File: config.mk
export PLATFORM = sky130hd
export DESIGN_NAME = if_id_stage
export DESIGN_NICKNAME = d
export VERILOG_FILES = /design/src/rtl/riscv_pkg.sv /design/src/rtl/hazard_detect.sv /design/src/rtl/if_id_stage.sv
export SDC_FILE = /design/constraint.sdc
export NUM_CORES = 1
export LEC_CHECK = 0
export ABC_AREA = 0
export BUFFER_PORTS_ARGS = -buffer_cell sky130_fd_sc_hd__buf_2
export CORE_AREA = 3 3 95 97
export CTS_CLUSTER_SIZE = 25
export DETAILED_ROUTE_END_ITERATION = 16
export DIE_AREA = 0 0 98 100
export PLACE_DENSITY = 0.85
export SYNTH_ARGS = -nofsm -noshare
export SYNTH_HDL_FRONTEND = slang
export SYNTH_SLANG_ARGS = --single-unit
File: constraint.sdc
create_clock -name Clk -period 2.6 [get_ports Clk]
set_input_delay 0.13 -clock Clk [delete_from_list [all_inputs] [get_ports Clk]]
set_output_delay 0.13 -clock Clk [all_outputs]
set_load 0.01 [all_outputs]
File: src/rtl/riscv_pkg.sv
// Shared RV64 core constants: NOP encoding, major opcodes and register field slices.
// IFID_PERF_EN (when defined) enables the stall/flush performance counters in if_id_stage.
package riscv_pkg;

    localparam logic [31:0] NOP_INSTR = 32'h0000_0013;  // addi x0,x0,0

    localparam logic [6:0] OP_R      = 7'b0110011;
    localparam logic [6:0] OP_IMM    = 7'b0010011;
    localparam logic [6:0] OP_LOAD   = 7'b0000011;
    localparam logic [6:0] OP_STORE  = 7'b0100011;
    localparam logic [6:0] OP_BRANCH = 7'b1100011;

    localparam int OPC_LSB = 0;
    localparam int OPC_MSB = 6;
    localparam int RD_LSB  = 7;
    localparam int RD_MSB  = 11;
    localparam int RS1_LSB = 15;
    localparam int RS1_MSB = 19;
    localparam int RS2_LSB = 20;
    localparam int RS2_MSB = 24;

    // Only R, S and B formats read rs2; for other formats those bits are immediate.
    function automatic logic uses_rs2(input logic [6:0] opcode);
        return (opcode == OP_R) || (opcode == OP_STORE) || (opcode == OP_BRANCH);
    endfunction

endpackage

File: src/rtl/hazard_detect.sv
// Load-use hazard detection for the instruction held in IF/ID (purely combinational).
module hazard_detect
    import riscv_pkg::*;
(
    input  logic [31:0] instruction,
    input  logic        valid,
    input  logic        idex_mem_read,
    input  logic [4:0]  idex_rd,
    output logic        hazard
);

    logic [6:0] opcode;
    logic [4:0] rs1;
    logic [4:0] rs2;
    logic       unused_bits;

    assign opcode = instruction[OPC_MSB:OPC_LSB];
    assign rs1    = instruction[RS1_MSB:RS1_LSB];
    assign rs2    = instruction[RS2_MSB:RS2_LSB];

    // Funct/immediate/rd bits play no part in the hazard decision.
    assign unused_bits = ^{instruction[31:25], instruction[14:7]};

    // A load in EX whose rd feeds a source actually read by the ID instruction; x0 never hazards.
    always_comb begin
        hazard = 1'b0;
        if (valid && idex_mem_read && (idex_rd != 5'd0)) begin
            hazard = (idex_rd == rs1) || (uses_rs2(opcode) && (idex_rd == rs2));
        end
    end

endmodule

File: src/rtl/if_id_stage.sv
// IF/ID pipeline register: captures Fetch output, holds on load-use hazard, bubbles on flush.
// IFID_PERF_EN (when defined) adds perf_stall_cnt / perf_flush_cnt outputs.
module if_id_stage
    import riscv_pkg::*;
#(
    parameter logic [31:0] NOP_INSTR = riscv_pkg::NOP_INSTR
) (
    input  logic        Clk,
    input  logic        reset,
    input  logic [63:0] if_pc,
    input  logic [31:0] if_instruction,
    input  logic        flush,
    input  logic        idex_mem_read,
    input  logic [4:0]  idex_rd,
    output logic [63:0] id_pc,
    output logic [31:0] id_instruction,
    output logic        id_valid,
    output logic        stall,
`ifdef IFID_PERF_EN
    output logic [31:0] perf_stall_cnt,
    output logic [31:0] perf_flush_cnt,
`endif
    output logic        id_bubble
);

    logic hazard;

    hazard_detect u_hazard_detect (
        .instruction   (id_instruction),
        .valid         (id_valid),
        .idex_mem_read (idex_mem_read),
        .idex_rd       (idex_rd),
        .hazard        (hazard)
    );

    // A flush kills the held instruction anyway, so it must not also freeze Fetch.
    assign stall     = hazard && !flush;
    assign id_bubble = hazard || flush;

    // Pipeline register: reset > flush > stall (hold) > load.
    always_ff @(posedge Clk) begin
        if (reset || flush) begin
            id_pc          <= 64'd0;
            id_instruction <= NOP_INSTR;
            id_valid       <= 1'b0;
        end else if (!stall) begin
            id_pc          <= if_pc;
            id_instruction <= if_instruction;
            id_valid       <= 1'b1;
        end
    end

`ifdef IFID_PERF_EN
    // Free-running wrap-around counts of stall and flush cycles.
    always_ff @(posedge Clk) begin
        if (reset) begin
            perf_stall_cnt <= 32'd0;
            perf_flush_cnt <= 32'd0;
        end else begin
            if (stall) perf_stall_cnt <= perf_stall_cnt + 32'd1;
            if (flush) perf_flush_cnt <= perf_flush_cnt + 32'd1;
        end
    end
`endif

endmodule

After elaboration in Yosys (flattened, before gate mapping)

Index checks and enable logic that the tools add are counted.

Add/sub/neg operators: 0
Multiply operators: 0
Div/mod/pow operators: 0
Magnitude comparators: 0
Equal/unequal tests: 5
Shifts and indexed selects: 0
Multiplexer cells: 1
Bitwise gates (word level): 0
Reductions and logical operators: 11

Operators by type and width:

| operator             | number |
|---|---|
| $eq A7 B6 Y1 const B | 2 |
| $eq A5 B5 Y1         | 2 |
| $eq A7 B7 Y1 const B | 1 |
| $logic_or A1 B1 Y1   | 5 |
| $reduce_bool A5 Y1   | 1 |
| $logic_and A1 B1 Y1  | 4 |
| $logic_not A1 Y1     | 1 |
| $mux W1              | 1 |

Register bits after elaboration: 97
Bits in latches: 0
RAM bits: 0
Bits in read-only memories: 0
Input bits: 105
Logic and storage cells: 20
Memories kept: 0

Logic depth before layout (Yosys ltp)

Depth after elaboration: 7
Mapped depth: 8
Mapped depth without buffers: 5

Modules after synthesis

Synthesis repeated with hierarchy kept, for this count alone.

Cells, all modules: 337
Area, all modules: 3638.5 µm²

By module, submodules not included:

| module        | times used | cells an instance | area each (µm²) | sequential area each (µm²) |
|---|---|---|---|---|
| if_id_stage   | 1          | 317               | 3482.1          | 1941.9 |
| hazard_detect | 1          | 20                | 156.4           | 0.0 |

Least setup slack after synthesis

No wires, ideal clock.

Path kind: reg-to-reg
From: register id_instruction[24]
To: register id_pc[26]
Library setup time: 72 ps
Arrival time: 1697 ps
Path slack: 832 ps
Stages on the path, launching flop included: 9
Path buffers: 3
Period minus slack after synthesis: 1768 ps
Cells stage by stage: dfxtp_1 -> xor2_1 -> a2111oi_0 -> nand4_1 -> a21oi_1 -> buf_6 -> buf_6 -> buf_8 -> mux2i_1

Word-level cells in the longest chain between the ends: 5

RTL lines:

| element                | line                | RTL |
|---|---|---|
| start, declared        | if_id_stage.sv:16   | `output logic [31:0] id_instruction,` |
| start signal, assigned | if_id_stage.sv:48   | `id_instruction <= if_instruction;` |
| $eq A5 B5 Y1           | hazard_detect.sv:28 | `hazard = (idex_rd == rs1) \|\| (uses_rs2(opcode) && (idex_rd == rs2));` |
| $logic_and A1 B1 Y1    | hazard_detect.sv:28 |  |
| $logic_or A1 B1 Y1     | hazard_detect.sv:28 |  |
| $mux W1                | hazard_detect.sv:27 | `if (valid && idex_mem_read && (idex_rd != 5'd0)) begin` |
| $logic_and A1 B1 Y1    | if_id_stage.sv:37   | `assign stall = hazard && !flush;` |
| end signal, assigned   | if_id_stage.sv:47   | `id_pc <= if_pc;` |
| end, declared          | if_id_stage.sv:15   | `output logic [63:0] id_pc,` |

No other way between the ends.
A chain may end at the register's enable or synchronous reset.

Final worst setup path

From: register id_instruction[24]
To: output stall

Word-level cells in the longest chain between the ends: 5

RTL lines:

| element             | line                | RTL |
|---|---|---|
| $eq A5 B5 Y1        | hazard_detect.sv:28 |  |
| $logic_and A1 B1 Y1 | hazard_detect.sv:28 |  |
| $logic_or A1 B1 Y1  | hazard_detect.sv:28 |  |
| $mux W1             | hazard_detect.sv:27 |  |
| $logic_and A1 B1 Y1 | if_id_stage.sv:37   |  |
| end, declared       | if_id_stage.sv:18   | `output logic stall,` |

No other way between the ends.

==> summary.md <==
| Metric | Value |
|---|---|
| Most frequent cell after synthesis | `nand2_1` |
| Yosys warns | `0` |
| Grt total ovfl | `0` |
| Total power draw | `3.05 mW` |
| Worst Setup Start Kind | `register` |
| Netlist cell types | `22` |
| Worst hold endpoint | `id_pc[45]$_SDFFE_PP0N_` |
| Share of post-route cells with drive strength above 1 | `0.352` |
| Ys async rst share | `0` |
| Max Slew Vio Count | `0` |
| Switching share of power | `0.227` |
| Total track usage | `0.203` |
| Non-filler cells, final | `745` |
| Vias in the first global route | `3530` |
| CORE AREA | `8220 µm²` |
| Post CTS Setup Buffer Count | `0` |
| PortBufs | `203` |
| Nets | `742` |
| Switching pwr | `0.692 mW` |
| Post-Syn Area | `3980 µm²` |
| Antenna Violating Nets Remaining | `0` |
| Largest area contributor in the netlist | `dfxtp_1` |
| Initial antenna violation count | `0` |
| Pin count of the biggest net entering global routing | `70` |
| Comb pwr share | `0.108` |
| VDD IR max | `332 µV` |
| Area delta synth->final | `35.2%` |
| # IOs | `204` |
| Clock-pin slew on the worst setup and hold paths | `0.09 ns` |
| Cell Int Power | `2.36 mW` |
| Max Cap Violations | `0` |
| Reg2reg end | `id_pc[11]$_SDFFE_PP0N_` |
| R2R cell count | `6` |
| Worst path top cell family by delay | `compound AO/OA/AOI/OAI gates` |
| DR iter-0 viols | `95` |
| Kind of critical path | `reg2out` |
| Drt drc | `0` |
| Yosys top cell area share | `0.488` |
| N_diodes | `0` |
| Hold Crit Depth | `3` |
| Syn avg cell area | `9.02 µm²` |
| Worst Path Buf+Inv | `2` |
| Hpwl dp | `7.61 mm` |
| DRT Pass-1 Iters | `6` |
| CP max FO | `24` |
| WL/cell | `14.0 µm` |
| Post-synthesis sequential area ratio | `0.488` |
| Cts bufs inserted | `9` |
| Time the worst path needs with I/O delays and setup | `2.41 ns` |
| R2r setup slk | `0.49 ns` |
| Leakage power | `2.34 nW` |
| H-tree depth | `3` |
| CTS tree | `yes` |
| Critical R2R Launch | `id_instruction[24]$_SDFFE_PP0N_` |
| Syn nets | `546` |
| Hold Startpoint | `if_pc[45]` |
| Post-synth EDFFs | `0` |
| Worst path arrival time | `2.28 ns` |
| Clock power frac | `0.373` |
| Hold/Removal Path Class | `in2reg` |
| Worst skew pair latency | `0.35 ns` |
| Critical Path, Cell by Cell | `xor2_1, a2111oi_1, nand4_1, a21oi_4, buf_12, nor2b_1, buf_2` |
| Global-route wire length before repair | `16.2 mm` |
| CP max stage cell | `a2111oi_1` |
| Part of the power in registers | `0.518` |
| Vias | `3624` |
| GPL Wtd Cong | `0.885` |
| Hold violation total from the final report | `0` |
| CP endpoint kind | `output port` |
| Worst slew margin | `0.656` |
| Cell Pwr Density | `568 nW/µm²` |
| Worst slew pin tran | `0.515 ns` |
| Final setup violation count | `0` |
| #FFs+latches synth | `97` |
| Chip width | `98 µm` |
| Clock Skews | `0.0152 ns` |
| Fmax | `415 MHz` |
| Routed vias/inst | `4.86` |
| CTS sink cnt | `97` |
| Die area | `9800 µm²` |
| Main synth FF type | `dfxtp_1` |
| Required @ worst endpoint | `2.47 ns` |
| Crit path largest cell delay | `0.37 ns` |
| Clock buffer depth | `2` |
| Synth Instances | `441` |
| Initial Utilization | `0.484` |
| Most frequent cells after synthesis | `nand2_1, dfxtp_1, mux2i_1` |
| Synth area leaders | `dfxtp_1, mux2i_1, nand2_1, xor2_1, clkbuf_1` |
| Die Y | `100 µm` |
| # rows | `33` |
| Outcome | `finished, final reports clean` |
| Period Utilization, post-route | `0.926` |
| Inst Count DP | `722` |
| Drt total wl | `10.5 mm` |
| Root Driver | `clkbuf_8` |
-- final cells by class --
cell class / instances / area [µm²]
flip-flops and latches: 97 / 1940
fillers: 677 / 2840
repair buffers: 217 / 1210
clock buffers: 11 / 141
well taps: 105 / 131
multi-input cells: 311 / 1860
inverters: 1 / 6.26
clock inverters: 3 / 90.1
-- cell usage in the layout (no fill, tap or decap), types with 3 or more instances in the layout --
master	count
nor2_1	7
xor2_1	8
nand2_1	187
clkbuf_8	10
mux2i_1	96
buf_2	203
dfxtp_1	97
buf_12	4
bufinv_16	3
dlygate4sd3_1	8
-- what timing repair did --
| item | in CTS | in global routing |
|---|---|---|
| gates resized for setup | 0 | 1 |
| hold buffers | 8 | 0 |
| hold endpoints to repair | 8 | 0 |
| endpoints found under the setup margin | 0 | 2 |
-- worst min-delay path, cell delays in order --
cell and delay, ns:
buf_2 0.09, nand2_1 0.04, mux2i_1 0.05
-- routing by layer --
metal  up-vias  GRT usage  wire length [µm]
met5         -          0                 0
met4         0     0.0799               205
met3        19     0.0660               958
met2       157      0.364              5160
met1      1646      0.222              4140
li1       1802          -                 -
-- sequential cells by signal (all words and copies together), names as in the netlist --
name,flops
id_pc,64
id_instruction,32
id_valid,1
-- kinds of logic after synthesis --
family | count (synthesis) | synth area share
simple gates | 202 | 0.195
flops | 97 | 0.488
mux | 96 | 0.242
buf+inv | 33 | 0.0481
xor+xnor | 10 | 0.0220
compound gates | 3 | 0.00535
-- power by group through the flow --
stage	registers, mW	clock network [mW]	logic [mW]
after floorplan	1.64	0	0.119
after global placement	1.61	0	0.311
after detailed placement	1.62	0	0.321
after CTS	1.58	1.16	0.332
after global routing	1.59	1.22	0.365
final	1.58	1.14	0.331
-- how the worst max path moves through the flow --
stage                                               start                endpoint  cells past startpoint  slack, ns
after floorplan           id_instruction[24]$_SDFFE_PP0N_  id_pc[26]$_SDFFE_PP0N_                      8       0.83
after global placement    id_instruction[24]$_SDFFE_PP0N_                   stall                      7       0.59
after detailed placement  id_instruction[24]$_SDFFE_PP0N_                   stall                      7       0.44
after CTS                 id_instruction[24]$_SDFFE_PP0N_                   stall                      7       0.05
after global routing      id_instruction[24]$_SDFFE_PP0N_                   stall                      7      -0.03
final                     id_instruction[24]$_SDFFE_PP0N_                   stall                      7       0.19
-- metrics by stage --
stage / hold slack, ns / utilization / cell area, µm² / worst slack (ns) / setup TNS, ns
finish: 0.0113 / 0.654 / 5380 / 0.192 / 0
floorplan: 0.269 / - / 3980 / 0.832 / 0
CTS: 0.000286 / 0.651 / 5350 / 0.0545 / 0
global placement: 0.373 / 0.613 / 5040 / 0.586 / 0
global route: 0.00888 / 0.654 / 5380 / -0.0258 / -0.0258
detailed placement: 0.378 / 0.613 / 5040 / 0.445 / 0
No activity file was read; power rests on OpenSTA's default activity.
